File: src/rtl/audio_pkg.sv
// Shared audio constants: voice count, equal-temperament half-period table (C4..B4 at 50 MHz),
// default sample divider and per-voice amplitude.
package audio_pkg;

    localparam int unsigned NUM_VOICES     = 12;
    localparam int unsigned CNT_W          = 17;
    localparam int unsigned SAMPLE_W       = 32;
    localparam int unsigned DEF_SAMPLE_DIV = 1042;

    localparam logic signed [SAMPLE_W-1:0] DEF_AMP = 32'sh0100_0000;

    // round(50e6 / (2 * f_k)), k = 0 (C4) .. 11 (B4)
    localparam logic [CNT_W-1:0] HALF_PERIOD [NUM_VOICES] = '{
        17'd95556, 17'd90193, 17'd85131, 17'd80353,
        17'd75843, 17'd71586, 17'd67569, 17'd63776,
        17'd60197, 17'd56818, 17'd53629, 17'd50619
    };

endpackage

File: src/rtl/square_voice.sv
// One free-running square-wave voice: half-period counter plus phase bit.
module square_voice
    import audio_pkg::*;
#(
    parameter logic [CNT_W-1:0] HALF_CYCLES = 17'd95556
) (
    input  logic CLOCK_50,
    input  logic nReset,
    output logic phase
);

    logic [CNT_W-1:0] cnt;

    // Phase toggles each time the counter completes a half period
    always_ff @(posedge CLOCK_50 or negedge nReset) begin
        if (!nReset) begin
            cnt   <= '0;
            phase <= 1'b0;
        end else if (cnt == CNT_W'(HALF_CYCLES - 17'd1)) begin
            cnt   <= '0;
            phase <= ~phase;
        end else begin
            cnt   <= cnt + CNT_W'(1);
        end
    end

endmodule

File: src/rtl/tone_mixer.sv
// Twelve-voice square-wave tone mixer feeding a codec FIFO with a sticky overrun flag.
module tone_mixer
    import audio_pkg::*;
#(
    parameter int unsigned                  SAMPLE_DIV = DEF_SAMPLE_DIV,
    parameter logic signed [SAMPLE_W-1:0]   AMP        = DEF_AMP
) (
    input  logic                    CLOCK_50,
    input  logic                    nReset,
    input  logic [NUM_VOICES-1:0]   select_note,
    input  logic                    bpm_step,
    input  logic                    play_en,
    input  logic                    audio_out_allowed,
    output logic                    write_audio_out,
    output logic [SAMPLE_W-1:0]     left_channel_audio_out,
    output logic [SAMPLE_W-1:0]     right_channel_audio_out,
    output logic [NUM_VOICES-1:0]   voice_active,
    output logic                    overrun
);

    localparam int unsigned DIV_W = (SAMPLE_DIV > 1) ? $clog2(SAMPLE_DIV) : 1;

    logic [2:0]                 step_sync;
    logic [1:0]                 play_sync;
    logic                       step_rise_c;
    logic                       play_on_c;
    logic                       load_q;
    logic [NUM_VOICES-1:0]      phase;
    logic [DIV_W-1:0]           div_cnt;
    logic                       tick_c;
    logic signed [SAMPLE_W-1:0] mix_c;
    logic [SAMPLE_W-1:0]        sample;
    logic                       pending;

    // Two-flop synchronizers; the third step flop only serves edge detection
    always_ff @(posedge CLOCK_50 or negedge nReset) begin
        if (!nReset) begin
            step_sync <= '0;
            play_sync <= '0;
            load_q    <= 1'b0;
        end else begin
            step_sync <= {step_sync[1:0], bpm_step};
            play_sync <= {play_sync[0], play_en};
            load_q    <= step_rise_c;
        end
    end

    assign step_rise_c = step_sync[1] & ~step_sync[2];
    assign play_on_c   = play_sync[1];

    // select_note is stable around a step, so it is sampled without per-bit sync
    always_ff @(posedge CLOCK_50 or negedge nReset) begin
        if (!nReset) begin
            voice_active <= '0;
        end else if (!play_on_c) begin
            voice_active <= '0;
        end else if (load_q) begin
            voice_active <= select_note;
        end
    end

    for (genvar k = 0; k < NUM_VOICES; k++) begin : g_voice
        square_voice #(
            .HALF_CYCLES (HALF_PERIOD[k])
        ) u_voice (
            .CLOCK_50 (CLOCK_50),
            .nReset   (nReset),
            .phase    (phase[k])
        );
    end

    always_ff @(posedge CLOCK_50 or negedge nReset) begin
        if (!nReset) begin
            div_cnt <= '0;
        end else if (tick_c) begin
            div_cnt <= '0;
        end else begin
            div_cnt <= div_cnt + DIV_W'(1);
        end
    end

    assign tick_c = (div_cnt == DIV_W'(SAMPLE_DIV - 1));

    // 12 * AMP fits in 31 bits, so the sum never saturates
    always_comb begin
        mix_c = '0;
        for (int k = 0; k < NUM_VOICES; k++) begin
            if (voice_active[k]) begin
                mix_c = mix_c + (phase[k] ? AMP : -AMP);
            end
        end
    end

    // A load never coincides with a write, so the strobe always carries the sample it was issued for
    always_ff @(posedge CLOCK_50 or negedge nReset) begin
        if (!nReset) begin
            sample          <= '0;
            pending         <= 1'b0;
            write_audio_out <= 1'b0;
            overrun         <= 1'b0;
        end else begin
            write_audio_out <= 1'b0;
            if (tick_c) begin
                sample  <= SAMPLE_W'(mix_c);
                pending <= 1'b1;
                if (pending) begin
                    overrun <= 1'b1;
                end
            end else if (pending && audio_out_allowed) begin
                write_audio_out <= 1'b1;
                pending         <= 1'b0;
            end
        end
    end

    assign left_channel_audio_out  = sample;
    assign right_channel_audio_out = sample;

endmodule

File: config.mk
export PLATFORM = sky130hd
export DESIGN_NAME = tone_mixer
export DESIGN_NICKNAME = d
export VERILOG_FILES = /design/src/rtl/audio_pkg.sv /design/src/rtl/square_voice.sv /design/src/rtl/tone_mixer.sv
export SDC_FILE = /design/constraint.sdc
export NUM_CORES = 1
export LEC_CHECK = 0
export CAP_MARGIN = 20
export CORE_ASPECT_RATIO = 1.4
export CORE_MARGIN = 10
export CORE_UTILIZATION = 40
export DETAILED_ROUTE_END_ITERATION = 8
export DONT_BUFFER_PORTS = 1
export PLACE_DENSITY_LB_ADDON = 0.1
export RECOVER_POWER = 25
export SYNTH_ARGS = -nofsm -noshare
export SYNTH_HDL_FRONTEND = slang
export SYNTH_SLANG_ARGS = --single-unit
File: constraint.sdc
create_clock -name CLOCK_50 -period 14.2 [get_ports CLOCK_50]
set_input_delay 2.13 -clock CLOCK_50 [delete_from_list [all_inputs] [get_ports CLOCK_50]]
set_output_delay 2.13 -clock CLOCK_50 [all_outputs]
set_load 0.005 [all_outputs]
==> impl_metrics.yaml, run 1 <==
status:
  status: "complete, no violations"
critical_path:
  slowest_delay_ns: 0.51
  crit_slowest_cell: "dfrtp_1"
  cp_common_cell: "ha_1"
  crit_arrival_ns: 11.86
  worstSetupStartpointType: "flip-flop"
  crit_required_ns: 14.62
  end_kind: "flip-flop"
  worst-path-max-fanout: 8
  worstSetupPathType: "reg2reg"
floorplanning:
  core.rowCount: 85
  initial_core_util_pct: 40.6
  die_height_um: 254
  die_area_um2: 47600
  core_um2: 38600
  die_x_um: 187
  pin_count: 95
sta:
  setup_slack_ns: 2.75
  clock_skew_ns: 0.0197
  max_slew_margin_pct: 31.9
  setup_viol: 0
  period_minus_slack_ns: 11.45
  finalCritPeriodShare_pct: 80.6
  finalHoldViolations: 0
  rsz0062_at_grt: "no"
  final-max-slew-violation-count: 0
  tightest_slew_ns: 1.02
  setup-tns-final_ns: 0
  max_freq_ghz: 0.0874
detailed_routing:
  first_iter_violations: 490
  drt_first_pass_iters: 5
  route.detailed.drc: 0
  antenna_left: 0
  wirelength_mm: 31.2
  post_drt_wl_per_cell_um: 14.3
  vias: 11100
  vias_per_cell: 5.06
place:
  dp_hpwl_mm: 22.4
  portBuffers: 0
  pre_cts_slack_ns: 2.69
  place_congestion: 0.780
  place_area_um2: 16000
global_routing:
  grt_pass1_wl_mm: 54.0
  antenna_found_initial: 1
  grt_overflow: 0
  grt_usage_pct: 13.2
  grt_pass1_vias: 11300
  grt_max_degree: 257
synth:
  synthCells: 1637
  synth-edff-count: 0
  ys_types: 72
  ys_seq_area_share_pct: 40.9
  async_flop_share_pct: 100
  ys.flop_type: "dfrtp_1"
  ys_warn_count: 0
  yosys.area.top_type: "dfrtp_1"
  synth_area_leaders: "dfrtp_1 41%, xnor2_1 7.8%, ha_1 6.6%"
  postSynthAreaPerCell_um2: 9.57
  synth_seq_cells: 256
  syn-cell-area_um2: 15700
  synthDominantCellAreaShare_pct: 40.9
power_and_ir_drop:
  power.density_nw_per_um2: 114
  power.leakage_nw: 7.56
  ir_drop_uv: 91.1
finish:
  finalNetCount: 1752
  final_area_um2: 16900
  drive_gt1_share_pct: 5.48
  antenna_cells: 0
  area_growth_pct: 8.20
hold_path:
  hold_path.class: "reg2reg"
cts:
  cts_max_level: 1
  cts.clk_slew.worst_paths_ns: 0.06
  cts_buffers: 29
  cts_sinks: 256
  clk_root_buffer_cell: "clkbuf_16"
  cts_resized: 0
  cts_tree: "built"
  cts_hold_buf: 0
  postCtsSetupRepairBufs: 0
  clock_latency_ns: 0.56
  ctsLongestPathBuffers: 3
flow_run:
  cap_violations: 0
-- state kept, by name, summed over array words and instances (netlist names) --
signal and flops:
step_sync 3, left_channel_audio_out 8, load_q 1, g_voice.u_voice.cnt 204
overrun 1, pending 1, g_voice.u_voice.phase 12, play_sync 2
write_audio_out 1, voice_active 12, div_cnt 11
-- logic make-up after synthesis --
| group | Yosys count | share of synthesized area (%) |
|---|---|---|
| fa+ha+maj | 96 | 8.29 |
| other cells | 1 | 0.0239 |
| mux | 34 | 2.29 |
| simple gates | 660 | 21.0 |
| xor+xnor | 244 | 14.4 |
| compound gates | 192 | 8.04 |
| flops | 256 | 40.9 |
| buf+inv | 154 | 5.04 |
-- layout by cell type, fill, tap and decap left out, types with 10 or more instances in the layout --
cell / netlist / final
mux2i_1: 19 / 19
clkbuf_16: 0 / 29
nand3_1: 103 / 103
nor3_1: 25 / 24
inv_1: 67 / 67
a211oi_1: 10 / 10
a21oi_1: 46 / 46
ha_1: 83 / 83
mux2_2: 15 / 15
a21o_1: 23 / 23
conb_1: 1 / 48
nand2_1: 124 / 124
fa_1: 13 / 13
nor2_1: 196 / 196
o21ai_0: 47 / 47
xor2_1: 97 / 97
buf_4: 56 / 10
nor2b_1: 38 / 38
dfrtp_1: 256 / 256
xnor2_1: 139 / 139
and3_1: 45 / 45
nor4b_1: 16 / 16
nand4_1: 39 / 39
-- through the flow --
stage	hold slack (ns)	power [mW]	cells	utilization, %
floorplan	0.331	1.17	1684	-
global placement	0.335	1.24	2128	41.5
detailed placement	0.340	1.24	2128	41.5
CTS	0.354	1.97	2181	43.9
global route	0.357	2.06	2183	43.9
finish	0.352	1.94	2183	43.9
-- cells in the mapped netlist, drive strengths merged, types with 4 or more instances --
cell	instances
and4	9
a21boi	5
xnor2	141
o311a	4
mux2	15
nand2b	8
and3	45
buf	61
clkbuf	26
a211oi	10
or2	5
nand4	39
or3	9
a21oi	46
o21a	9
and2	9
xor2	97
nor4	7
fa	13
nor2b	38
o31ai	7
nand3	103
a21o	23
o21ai	50
nor3	25
nand4b	4
nor3b	7
inv	67
ha	83
nand2	124
nor2	196
xnor3	4
mux2i	19
nor4b	16
o21bai	5
dfrtp	256
or4b	4
nand3b	4
-- routing by layer --
| layer | wire length (um) | global-route usage [%] |
|---|---|---|
| met1 | 14300 | 16.1 |
| met2 | 15200 | 23.5 |
| met3 | 1260 | 2.22 |
| met4 | 520 | 3.44 |
| met5 | 0 | 0 |
-- area by class of cell --
cell class	instances	area [um^2]
Fill cell	3798	21700
Clock buffer	41	831
Multi-Input combinational cell	1274	8650
Sequential cell	256	6410
Timing Repair Buffer	11	80.1
Clock inverter	12	70.1
Inverter	67	251
Tap cell	522	653
-- critical path: cells and delay by family (launching register included) --
kind                     cells  cell delay [ns]
multiplexers                 3             0.58
AO/OA/AOI/OAI               14             2.64
adder cells (fa/ha/maj)     12             3.71
AND/OR/NAND/NOR             15             2.38
XOR/XNOR                     7             1.19
buffers and inverters        4             0.30
flip-flops                   1             0.51
-- power breakdown --
group	switching (mW)	total, mW	leakage (nW)	internal (mW)
clock network	0.303	0.709	0.452	0.406
logic	0.264	0.488	3.74	0.224
registers	0.00996	0.742	3.37	0.732
-- final timing paths --
check / depth (start not counted) / start / endpoint / slack, ns
max in group asynchronous: 0 / nReset / g_voice[0].u_voice.cnt[10]$_DFF_PN0_ / 12.08
setup / recovery: 55 / voice_active[0]$_DFFE_PN0P_ / left_channel_audio_out[31]$_DFFE_PN0P_ / 2.75
hold reg to reg: 0 / step_sync[0]$_DFF_PN0_ / step_sync[1]$_DFF_PN0_ / 0.35
setup reg to reg: 55 / voice_active[0]$_DFFE_PN0P_ / left_channel_audio_out[31]$_DFFE_PN0P_ / 2.75
min in group asynchronous: 0 / nReset / g_voice[0].u_voice.cnt[13]$_DFF_PN0_ / 1.28
hold / removal: 0 / step_sync[0]$_DFF_PN0_ / step_sync[1]$_DFF_PN0_ / 0.35
Power figures use the tool's default switching activity.
==> inputs of run 2 (changes only) <==
==> constraint.sdc (replaced) <==
create_clock -name CLOCK_50 -period 11.6 [get_ports CLOCK_50]
set_input_delay 1.74 -clock CLOCK_50 [delete_from_list [all_inputs] [get_ports CLOCK_50]]
set_output_delay 1.74 -clock CLOCK_50 [all_outputs]
set_load 0.005 [all_outputs]
==> run 2 against run 1 <==
Compared with the run above: utilization rose by 1.5 points; largest cell class unchanged; clock power grew 45%; critical path type unchanged; critical endpoint unchanged; via count grew 1.4%; critical path depth fell by 1.
==> impl_metrics.yaml, run 2 (synthesized netlist as in run 1, its figures left out) <==
detailed_routing:
  route.detailed.drc: 0
  vias_per_cell: 5.10
  antenna_left: 0
  vias: 11200
  first_iter_violations: 492
  drt_first_pass_iters: 6
  wirelength_mm: 32.2
  post_drt_wl_per_cell_um: 14.7
sta:
  max_freq_ghz: 0.0902
  setup-tns-final_ns: 0
  setup_slack_ns: 0.514
  max_slew_margin_pct: 35.3
  tightest_slew_ns: 0.967
  clock_skew_ns: 0.0227
  period_minus_slack_ns: 11.09
  finalHoldViolations: 0
  finalCritPeriodShare_pct: 95.6
  final-max-slew-violation-count: 0
  setup_viol: 0
finish:
  mostFrequentLayoutCell: "dfrtp_1"
  drive_gt1_share_pct: 9.56
  largest_reg_flops: 204
  area_growth_pct: 11.9
  final_cell_mix: "256 x dfrtp_1, 195 x nor2_1, 138 x xnor2_1"
  largest-register: "g_voice.u_voice.cnt"
  finalNetCount: 1765
  largest_registers: "g_voice.u_voice.cnt: 204 flops, g_voice.u_voice.phase: 12 flops, voice_active: 12 flops"
critical_path:
  slowest_delay_ns: 0.55
  worst-path-max-fanout: 5
  cp_common_cell: "ha_1"
  worstSetupPathType: "reg2reg"
  worstSetupStartpointType: "flip-flop"
  crit_arrival_ns: 11.51
  crit_slowest_cell: "or4_4"
  crit_required_ns: 12.03
  end_kind: "flip-flop"
global_routing:
  met3_usage_pct: 1.96
  grtUsageMet1_pct: 16.2
  antenna_found_initial: 0
  grt_usage_pct: 13.3
  use_met2_pct: 24.0
  grt_pass1_vias: 11300
  grt-busiest-layer: "met2"
  grt_pass1_wl_mm: 54.5
  grt_overflow: 0
  grt_max_degree: 257
power_and_ir_drop:
  power_frac_comb_pct: 26.3
  power.density_nw_per_um2: 150
  total_power_mw: 2.63
  netSwitchingFraction_pct: 29.1
  ir_drop_uv: 92.1
  p_switching_mw: 0.765
  clock_power_share_pct: 39.1
  power.internal_mw: 1.86
  p_seq_share_pct: 34.5
  power.leakage_nw: 7.76
floorplanning:
  core_um2: 38600
  die_x_um: 187
  die_area_um2: 47600
  initial_core_util_pct: 40.6
  pin_count: 95
  core.rowCount: 85
  die_height_um: 254
cts:
  clock_latency_ns: 0.57
  cts_max_level: 1
  clk_root_buffer_cell: "clkbuf_16"
  cts_buffers: 29
  ctsLongestPathBuffers: 3
  cts.clk_slew.worst_paths_ns: 0.06
  cts_hold_buf: 0
  cts_sinks: 256
  cts_tree: "built"
place:
  dp_hpwl_mm: 22.8
  place_congestion: 0.813
  portBuffers: 0
  pre_cts_slack_ns: 0.185
hold_path:
  hold_path.class: "reg2reg"
flow_run:
  cap_violations: 0
status:
  status: "complete, no violations"
[run 2: through the flow]
step	hold WS, ns	util [%]	instance area (um^2)	std cells
final	0.348	45.4	17500	2198
after global routing	0.358	45.4	17500	2196
after CTS	0.351	44.3	17100	2181
after detailed placement	0.337	41.5	16000	2128
after global placement	0.332	41.5	16000	2128
after floorplan	0.331	-	15800	1684
[run 2: power by group through the flow]
| stage | sequential (mW) | combinational, mW | clock [mW] |
|---|---|---|---|
| floorplan | 0.915 | 0.511 | 0 |
| global placement | 0.924 | 0.596 | 0 |
| detailed placement | 0.924 | 0.602 | 0 |
| CTS | 0.907 | 0.607 | 1.06 |
| global route | 0.908 | 0.773 | 1.10 |
| finish | 0.908 | 0.692 | 1.03 |
[run 2: final timing paths]
check                                             from                                endpoint  slack [ns]  cells past startpoint
min in group asynchronous                       nReset    g_voice[0].u_voice.cnt[11]$_DFF_PN0_        0.90                      0
max in group asynchronous                       nReset     g_voice[9].u_voice.cnt[8]$_DFF_PN0_       10.16                      0
setup reg to reg           voice_active[0]$_DFFE_PN0P_  left_channel_audio_out[31]$_DFFE_PN0P_        0.51                     54
hold reg to reg                 step_sync[0]$_DFF_PN0_                  step_sync[1]$_DFF_PN0_        0.35                      0
hold / removal                  step_sync[0]$_DFF_PN0_                  step_sync[1]$_DFF_PN0_        0.35                      0
setup / recovery           voice_active[0]$_DFFE_PN0P_  left_channel_audio_out[31]$_DFFE_PN0P_        0.51                     54
[run 2: timing repair]
| item | CTS | global route |
|---|---|---|
| gates resized for setup | 0 | 70 |
| hold endpoints to repair | 0 | 0 |
| buffers inserted | 0 | 14 |
| setup endpoints to repair | 0 | 3 |
[run 2: final cells by class]
type / count / area (um^2)
antenna: 2 / 5.00
clock buffer: 37 / 836
clock inverter: 16 / 244
fill: 3740 / 21100
inverter: 67 / 251
multi-input combinational: 1274 / 8950
sequential: 256 / 6410
tap: 522 / 653
timing repair buffer: 24 / 178
[run 2: worst max-delay path, delay by kind of cell, from the launching register on]
| family | cells | cell delay (ns) |
|---|---|---|
| adder cells (fa/ha/maj) | 12 | 4.06 |
| multiplexers | 5 | 1.28 |
| flip-flops | 1 | 0.40 |
| AND/OR/NAND/NOR | 14 | 2.02 |
| buffers and inverters | 5 | 0.41 |
| AO/OA/AOI/OAI | 13 | 1.99 |
| XOR/XNOR | 5 | 0.80 |
[run 2: per-layer routing]
metal / wire, um / vias up
met5: 0 / -
met3: 1160 / 42
met1: 14600 / 5453
met4: 589 / 0
met2: 15900 / 137
li1: - / 5579
==> inputs of run 3 (changes only) <==
==> constraint.sdc (replaced) <==
create_clock -name CLOCK_50 -period 11.85 [get_ports CLOCK_50]
set_input_delay 1.7775 -clock CLOCK_50 [delete_from_list [all_inputs] [get_ports CLOCK_50]]
set_output_delay 1.7775 -clock CLOCK_50 [all_outputs]
set_load 0.005 [all_outputs]
==> run 3 against run 2 <==
Compared with the run above: sequential share of layout area rose by 0.39 points; utilization fell by 0.47 points; maximum frequency barely moved; clock power fell by 4%; combinational power fell by 7.8%; cell count fell by 0.45%; via count fell by 0.62%; sequential power fell by 2%; critical endpoint unchanged.
==> impl_metrics.yaml, run 3 (synthesized netlist as in run 1, its figures left out) <==
finish:
  mostFrequentLayoutCell: "dfrtp_1"
  drive_gt1_share_pct: 7.80
  finalNetCount: 1757
  antenna_cells: 0
  largest_reg_flops: 204
  largest_registers: "g_voice.u_voice.cnt: 204 flops, g_voice.u_voice.phase: 12 flops, voice_active: 12 flops"
  largest-register: "g_voice.u_voice.cnt"
  final_cell_mix: "255 x dfrtp_1, 194 x nor2_1, 138 x xnor2_1"
  area_growth_pct: 10.7
cts:
  cts_sinks: 256
  cts_tree: "built"
  cts.clk_slew.worst_paths_ns: 0.06
  clock_latency_ns: 0.56
  cts_buffers: 29
  clk_root_buffer_cell: "clkbuf_16"
  cts_max_level: 1
  ctsLongestPathBuffers: 3
  cts_hold_buf: 0
critical_path:
  worstSetupStartpointType: "flip-flop"
  crit_slowest_cell: "fa_1"
  slowest_delay_ns: 0.55
  crit_arrival_ns: 11.51
  cp_common_cell: "fa_1"
  end_kind: "flip-flop"
  worstSetupPathType: "reg2reg"
  crit_required_ns: 12.27
  worst-path-max-fanout: 5
flow_run:
  cap_violations: 0
sta:
  clock_skew_ns: 0.0204
  setup-tns-final_ns: 0
  tightest_slew_ns: 0.990
  final-max-slew-violation-count: 0
  max_slew_margin_pct: 33.4
  setup_viol: 0
  setup_slack_ns: 0.762
  max_freq_ghz: 0.0902
  finalCritPeriodShare_pct: 93.6
  finalHoldViolations: 0
  period_minus_slack_ns: 11.09
status:
  status: "complete, no violations"
detailed_routing:
  antenna_left: 0
  wirelength_mm: 31.9
  first_iter_violations: 506
  drt_first_pass_iters: 6
  route.detailed.drc: 0
  vias_per_cell: 5.09
  post_drt_wl_per_cell_um: 14.6
  vias: 11100
power_and_ir_drop:
  power.density_nw_per_um2: 145
  power.leakage_nw: 7.69
  ir_drop_uv: 105
global_routing:
  grt_usage_pct: 13.2
  grt_max_degree: 257
  grt_pass1_wl_mm: 54.1
  antenna_found_initial: 1
  grt_pass1_vias: 11200
  grt_overflow: 0
floorplanning:
  pin_count: 95
  initial_core_util_pct: 40.6
  die_height_um: 254
  core_um2: 38600
  core.rowCount: 85
  die_area_um2: 47600
  die_x_um: 187
place:
  dp_hpwl_mm: 22.6
  portBuffers: 0
  place_congestion: 0.810
  pre_cts_slack_ns: 0.418
hold_path:
  hold_path.class: "reg2reg"
[run 3: worst max-delay path, delay by kind of cell, from the launching register on]
kind | cells | cell delay [ns]
flip-flops | 1 | 0.41
buffers and inverters | 4 | 0.36
adder cells (fa/ha/maj) | 11 | 4.36
multiplexers | 4 | 0.97
AO/OA/AOI/OAI | 8 | 1.33
AND/OR/NAND/NOR | 16 | 2.65
XOR/XNOR | 6 | 0.90
[run 3: layer usage]
metal | part of all wire [%] | track usage [%] | vias to the layer above
met3 | 4.6 | 2.48 | 38
met1 | 45 | 16.2 | 5401
met4 | 1.9 | 3.74 | 0
met5 | 0 | 0 | -
li1 | - | - | 5536
met2 | 49 | 23.1 | 166
[run 3: final cells by class]
| cell class | count | area (um^2) |
|---|---|---|
| inverters | 67 | 251 |
| well taps | 522 | 653 |
| multi-input cells | 1274 | 8850 |
| fillers | 3769 | 21300 |
| flip-flops and latches | 256 | 6410 |
| repair buffers | 16 | 120 |
| clock buffers | 38 | 800 |
| clock inverters | 15 | 255 |
[run 3: where the power goes]
group          internal (mW)  leakage, nW  switching, mW
clock                  0.625        0.515          0.367
combinational          0.296         3.80          0.342
sequential             0.877         3.37         0.0109
[run 3: what timing repair did]
item | 4_1_cts | 5_1_grt
endpoints found under the setup margin | 0 | 3
gates resized for setup | 0 | 44
setup buffers | 0 | 5
[run 3: per-stage QoR]
| step | total power, mW | hold WS [ns] | area (um^2) | util [%] | instances |
|---|---|---|---|---|---|
| after global routing | 2.67 | 0.357 | 17300 | 44.9 | 2188 |
| after global placement | 1.49 | 0.334 | 16000 | 41.6 | 2129 |
| after floorplan | 1.40 | 0.331 | 15800 | - | 1684 |
| final | 2.52 | 0.347 | 17300 | 44.9 | 2188 |
| after CTS | 2.51 | 0.350 | 17100 | 44.3 | 2182 |
| after detailed placement | 1.49 | 0.336 | 16000 | 41.6 | 2129 |
[run 3: worst paths after layout]
check | from | endpoint | slack (ns) | depth (start not counted)
hold / removal | play_sync[0]$_DFF_PN0_ | play_sync[1]$_DFF_PN0_ | 0.35 | 0
max in group asynchronous | nReset | g_voice[9].u_voice.cnt[12]$_DFF_PN0_ | 10.52 | 0
setup reg to reg | voice_active[0]$_DFFE_PN0P_ | left_channel_audio_out[31]$_DFFE_PN0P_ | 0.76 | 49
min in group asynchronous | nReset | g_voice[0].u_voice.cnt[15]$_DFF_PN0_ | 0.93 | 0
hold reg to reg | play_sync[0]$_DFF_PN0_ | play_sync[1]$_DFF_PN0_ | 0.35 | 0
setup / recovery | voice_active[0]$_DFFE_PN0P_ | left_channel_audio_out[31]$_DFFE_PN0P_ | 0.76 | 49
